`config.mk`:
```
export PLATFORM = sky130hd
export DESIGN_NAME = collision_multi
export DESIGN_NICKNAME = d
export VERILOG_FILES = /design/src/rtl/collision_multi.sv
export SDC_FILE = /design/constraint.sdc
export NUM_CORES = 1
export LEC_CHECK = 0
export CORE_MARGIN = 2
export CORE_UTILIZATION = 49
export DETAILED_ROUTE_END_ITERATION = 8
export PLACE_DENSITY_LB_ADDON = 0.12
export REMOVE_ABC_BUFFERS = 1
export SYNTH_ARGS = -nofsm -noshare
export SYNTH_HDL_FRONTEND = slang
export SYNTH_SLANG_ARGS = --single-unit
```
`constraint.sdc`:
```
create_clock -name clk_pix -period 3.16 [get_ports clk_pix]
set_input_delay 0.474 -clock clk_pix [delete_from_list [all_inputs] [get_ports clk_pix]]
set_output_delay 0.474 -clock clk_pix [all_outputs]
set_load 0.05 [all_outputs]
```
`src/rtl/collision_multi.sv`:
```
// Snake head collision checker: head cell vs N_TGT enabled target cells and the
// playfield boundary, producing registered rising-edge event pulses and an eat counter.
module collision_multi #(
    parameter int CELL      = 10,
    parameter int N_TGT     = 4,
    parameter int X_MAX     = 640,
    parameter int Y_MAX     = 480,
    parameter int ARM_TICKS = 1,
    localparam int IDX_W    = (N_TGT <= 1) ? 1 : $clog2(N_TGT)
) (
    input  logic                 clk_pix,
    input  logic                 reset,
    input  logic                 tick,
    input  logic [9:0]           head_x,
    input  logic [8:0]           head_y,
    input  logic [10*N_TGT-1:0]  tgt_x,
    input  logic [9*N_TGT-1:0]   tgt_y,
    input  logic [N_TGT-1:0]     tgt_en,
    output logic                 eat_evt,
    output logic [IDX_W-1:0]     eat_idx,
    output logic [N_TGT-1:0]     eat_mask,
    output logic                 wall_evt,
    output logic [7:0]           eat_count,
    output logic                 armed
);

    localparam int ARM_W = (ARM_TICKS < 1) ? 1 : $clog2(ARM_TICKS + 1);
    localparam logic [ARM_W-1:0] ARM_LIM = ARM_W'(ARM_TICKS);
    localparam logic [10:0] CELL11 = 11'(CELL);
    localparam logic [10:0] XMAX11 = 11'(X_MAX);
    localparam logic [10:0] YMAX11 = 11'(Y_MAX);

    logic [ARM_W-1:0] r_arm_cnt;
    logic [N_TGT-1:0] r_hist;
    logic             r_wall_hist;
    logic             r_eat_evt;
    logic             r_wall_evt;
    logic [IDX_W-1:0] r_eat_idx;
    logic [N_TGT-1:0] r_eat_mask;
    logic [7:0]       r_eat_count;

    logic [10:0]      w_hx;
    logic [10:0]      w_hy;
    logic [N_TGT-1:0] w_hit;
    logic [N_TGT-1:0] w_rise;
    logic             w_out;
    logic             w_rise_w;
    logic             w_armed;
    logic [IDX_W-1:0] w_idx;

    // 11-bit zero-extended geometry so x+CELL / y+CELL can never wrap
    assign w_hx = {1'b0, head_x};
    assign w_hy = {2'b00, head_y};

    genvar g;
    for (g = 0; g < N_TGT; g++) begin : g_tgt
        logic [10:0] w_tx;
        logic [10:0] w_ty;
        assign w_tx     = {1'b0, tgt_x[10*g +: 10]};
        assign w_ty     = {2'b00, tgt_y[9*g +: 9]};
        assign w_hit[g] = tgt_en[g]
                          && (w_hx < w_tx + CELL11) && (w_hx + CELL11 > w_tx)
                          && (w_hy < w_ty + CELL11) && (w_hy + CELL11 > w_ty);
    end

    assign w_out    = (w_hx + CELL11 > XMAX11) || (w_hy + CELL11 > YMAX11);
    assign w_rise   = w_hit & ~r_hist;
    assign w_rise_w = w_out & ~r_wall_hist;
    assign w_armed  = (r_arm_cnt == ARM_LIM);

    // Lowest rising channel wins: scan downward so the last assignment is the smallest index
    always_comb begin
        w_idx = '0;
        for (int i = N_TGT - 1; i >= 0; i--) begin
            if (w_rise[i]) w_idx = IDX_W'(i);
        end
    end

    always_ff @(posedge clk_pix) begin
        if (reset) begin
            r_arm_cnt   <= '0;
            r_hist      <= '0;
            r_wall_hist <= 1'b0;
            r_eat_evt   <= 1'b0;
            r_wall_evt  <= 1'b0;
            r_eat_idx   <= '0;
            r_eat_mask  <= '0;
            r_eat_count <= '0;
        end else begin
            if (tick && (r_arm_cnt < ARM_LIM)) r_arm_cnt <= r_arm_cnt + 1'b1;
            // History tracks conditions even while disarmed, so pre-existing overlaps never fire
            r_hist      <= w_hit;
            r_wall_hist <= w_out;
            r_eat_evt   <= w_armed & (|w_rise);
            r_wall_evt  <= w_armed & w_rise_w;
            if (w_armed && (|w_rise)) begin
                r_eat_mask <= w_rise;
                r_eat_idx  <= w_idx;
                if (r_eat_count != 8'hFF) r_eat_count <= r_eat_count + 8'd1;
            end
        end
    end

    assign eat_evt   = r_eat_evt;
    assign wall_evt  = r_wall_evt;
    assign eat_idx   = r_eat_idx;
    assign eat_mask  = r_eat_mask;
    assign eat_count = r_eat_count;
    assign armed     = w_armed;

endmodule

```
==> results.cfg <==
[clocking]
clk_latency_ps = 260
clockBufferDepth = 2
clock_sinks = 22
cts_buffers = 3
cts_tree = done
cts_max_level = 1
clockRootBuffer = clkbuf_16
path_clk_slew_ps = 60

[grt]
grt_max_degree = 28
grt_util_all_layers_pct = 33.0
grt_first_pass_wirelength_um = 33700
grt_pass1_vias = 7250
antenna_found_initial = 0
grt_overflow = 0

[setup_path]
crit_path_max_incr_delay_ps = 350
arrival_ps = 3630
worstPathCellList = buf_2 -> ha_4 -> o21ai_1 -> buf_4 -> xnor2_1 -> ha_1 -> o21a_1 -> a21oi_2 -> a211oi_2 -> a2111oi_4 -> buf_4 -> and4b_2 -> o21ai_4 -> clkbuf_16 -> a21oi_4 -> mux2_4
path_max_fanout = 5
worstPathRequired_ps = 3300
crit_path_end_kind = flop
start_kind = input port
cp_top_family = compound AO/OA/AOI/OAI gates
worst_path_max_delay_cell = a2111oi_4
path_class = input port to flop
path_buf_inv = 4
cp_common_cell = buf_4

[logic_synthesis]
syn_inst = 708
ys_seq_area_share_pct = 7.80
yosysUniqueCellTypes = 69
yosys_register_bits = 22
synthFlopType = dfxtp_1
syn_area_sq_um = 5640
syn_avg_cell_area_sq_um = 7.97
yosys_warnings = 0
synth_enable_flop_cells = 0
async_flop_share_pct = 0

[timing]
hold_viol_final = 0
post-route-period-util_pct = 110
finalCriticalPeriod_ps = 3490
fin_worst_skew_ps = 6.85
drv_slew = 0
rsz0062_at_grt = yes
worst_pin_slew_ps = 1120
setup_viol = 15
layout_setup_ws_ps = -331
slew_headroom_pct = 24.9
fin_setup_tns_ps = -3750
fmax_mhz = 286
hold_slack_ps = 486

[cells_and_area]
num-fill-cells = 648
syn2layout_area_growth_pct = 71.3
final_layout_size_suffix_gt1_share_pct = 36.0
fin_area_sq_um = 9670
fin_util_pct = 85.4
layout.nets = 1293
n_antenna_cell = 0

[worst_hold_path]
hp-class = flop to flop

[routing]
drcViolationCount = 0
via_per_inst = 5.87
initialDrtViolationCount = 359
wire_per_inst_um = 19.1
drtPass1Iterations = 4
ant_nets = 0
num_vias = 6914
drt_wl_total_um = 22500

[pwr]
power.density_nw_per_um2 = 216
vdd_drop_max_v = 0.000279
leakage_nw = 4.56
total_power_mw = 2.09

[floorplan]
dieArea_sq_um = 12400
io_pins = 119
core_region_area_sq_um = 11300
fp.dieW_um = 111
row_count = 39
dieHeight_um = 111
start_util_pct = 49.9

[placed_design]
gp_congestion = 0.943
placed_area_sq_um = 8340
io_buffers = 118
dpl.hpwl_um = 16100

[outcome]
violations = setup timing
outcome = complete, but fails checks

[run]
drv_cap = 0
## area by class of cell
cell class	instances	area (sq um)	share of cell area (%)
clock buffers	4	88.8	0.919
inverters	89	334	3.46
multi-input cells	590	5790	59.9
flip-flops and latches	22	440	4.56
well taps	143	179	1.85
repair buffers	330	2830	29.3
## what timing repair did
action,CTS,global route
pin swaps,82,64
endpoints found under the hold margin,0,0
gates resized for setup,238,68
endpoints found under the setup margin,16,15
hold buffers,0,0
buffers inserted,22,12
cloned,1,0
## cell usage after synthesis (7+ instances only)
library cell | count | share of area (%)
nor3_1 | 14 | 1.2
and3_1 | 9 | 1.0
o21a_1 | 7 | 0.93
nand4_1 | 16 | 1.8
o21ai_0 | 26 | 2.3
a21o_1 | 11 | 1.5
xor2_1 | 12 | 1.9
nor4_1 | 7 | 0.78
a211o_1 | 7 | 1.1
ha_1 | 155 | 34
nor2b_1 | 7 | 0.78
xnor2_1 | 53 | 8.2
nand2b_1 | 12 | 1.3
inv_1 | 83 | 5.5
nand3_1 | 25 | 2.2
o21ai_1 | 7 | 0.62
dfxtp_1 | 22 | 7.8
o2111ai_1 | 13 | 2.0
a21oi_1 | 34 | 3.0
a211oi_1 | 22 | 2.9
nand2_1 | 21 | 1.4
nor2_1 | 58 | 3.9
## stage by stage
| step | std cells | setup slack [ps] |
|---|---|---|
| 6_report | 1178 | -331 |
| 5_1_grt | 1178 | -416 |
| 4_1_cts | 1167 | -212 |
| 3_5_place_dp | 1143 | -1560 |
| 3_3_place_gp | 1143 | -1400 |
| 2_1_floorplan | 701 | -246 |
## flip-flops by register name (all words and copies together) (netlist names)
signal	cells
wall_evt	1
eat_mask	4
r_hist	4
eat_evt	1
eat_idx	2
armed	1
r_wall_hist	1
eat_count	8
## placed cells by master (no fill, tap or decap), types with 5 or more instances in the layout
master           synthesis  final
mux2_4                   3      5
dlymetal6s2s_1           0     10
a21o_1                  11     11
dfxtp_1                 22     22
nand4_1                 16     16
xnor2_1                 53     48
or3_1                    5      5
clkdlybuf4s50_1          0     64
buf_4                    1    191
buf_6                    1     20
nor2_1                  58     54
a21oi_4                  0      6
nor4_1                   7      5
ha_4                     0     19
a211oi_2                 0     10
inv_2                    4      6
o2111ai_1               13      7
nand3_2                  0      6
nand3_1                 25     19
a21oi_2                  4     14
a21oi_1                 34     18
o21ai_1                  7     11
ha_1                   155    132
buf_2                    1     11
xor2_1                  12      9
o21a_1                   7      7
nand2_1                 21     18
inv_1                   83     81
nand2b_1                12     10
a211o_1                  7      7
a211oi_1                22     12
dlygate4sd2_1            0     22
nor3_1                  14      9
and3_4                   0      6
nor2b_1                  7      7
o21ai_0                 26     20
## path summary, 6_finish.rpt
| check | start | to | slack [ps] | cells past startpoint |
|---|---|---|---|---|
| worst max register to register | armed$_SDFFE_PP0P_ | eat_count[6]$_SDFFE_PP0P_ | 1160 | 6 |
| worst min-delay path | eat_mask[1]$_SDFFE_PP0P_ | eat_mask[1]$_SDFFE_PP0P_ | 490 | 2 |
| worst min register to register | eat_mask[1]$_SDFFE_PP0P_ | eat_mask[1]$_SDFFE_PP0P_ | 490 | 2 |
| worst max-delay path | tgt_x[2] | eat_count[4]$_SDFFE_PP0P_ | -330 | 16 |
## per-layer routing
| layer | track usage [%] | vias up | wire length (um) |
|---|---|---|---|
| li1 | - | 3290 | - |
| met1 | 35.3 | 3229 | 8560 |
| met2 | 63.0 | 288 | 11500 |
| met3 | 4.54 | 107 | 1190 |
| met4 | 16.2 | 0 | 1270 |
| met5 | 0 | - | 0 |
## logic make-up (layout without fill, tap and decap cells)
kind of cell	after synthesis	in the layout	share of synthesized area, %
AO/OA/AOI/OAI	176	176	22.1
XOR/XNOR	65	65	10.1
adder cells (fa/ha/maj)	155	155	34.4
buffers and inverters	96	423	6.61
flip-flops	22	22	7.80
multiplexers	6	6	1.37
AND/OR/NAND/NOR	188	188	17.6
## worst min-delay path, delay by kind of cell, from the launching register on
family             cells  cell delay (ps)
and+or+nand+nor        1               80
DFF                    1              330
AOI/OAI and AO/OA      1               40
## report_power, final
| group | switching (mW) | leakage (nW) | total (mW) | internal, mW |
|---|---|---|---|---|
| clock | 0.105 | 0.0442 | 0.298 | 0.193 |
| combinational | 0.743 | 4.33 | 1.50 | 0.756 |
| sequential | 0.00825 | 0.178 | 0.293 | 0.285 |
No activity file was read; power rests on OpenSTA's default activity.
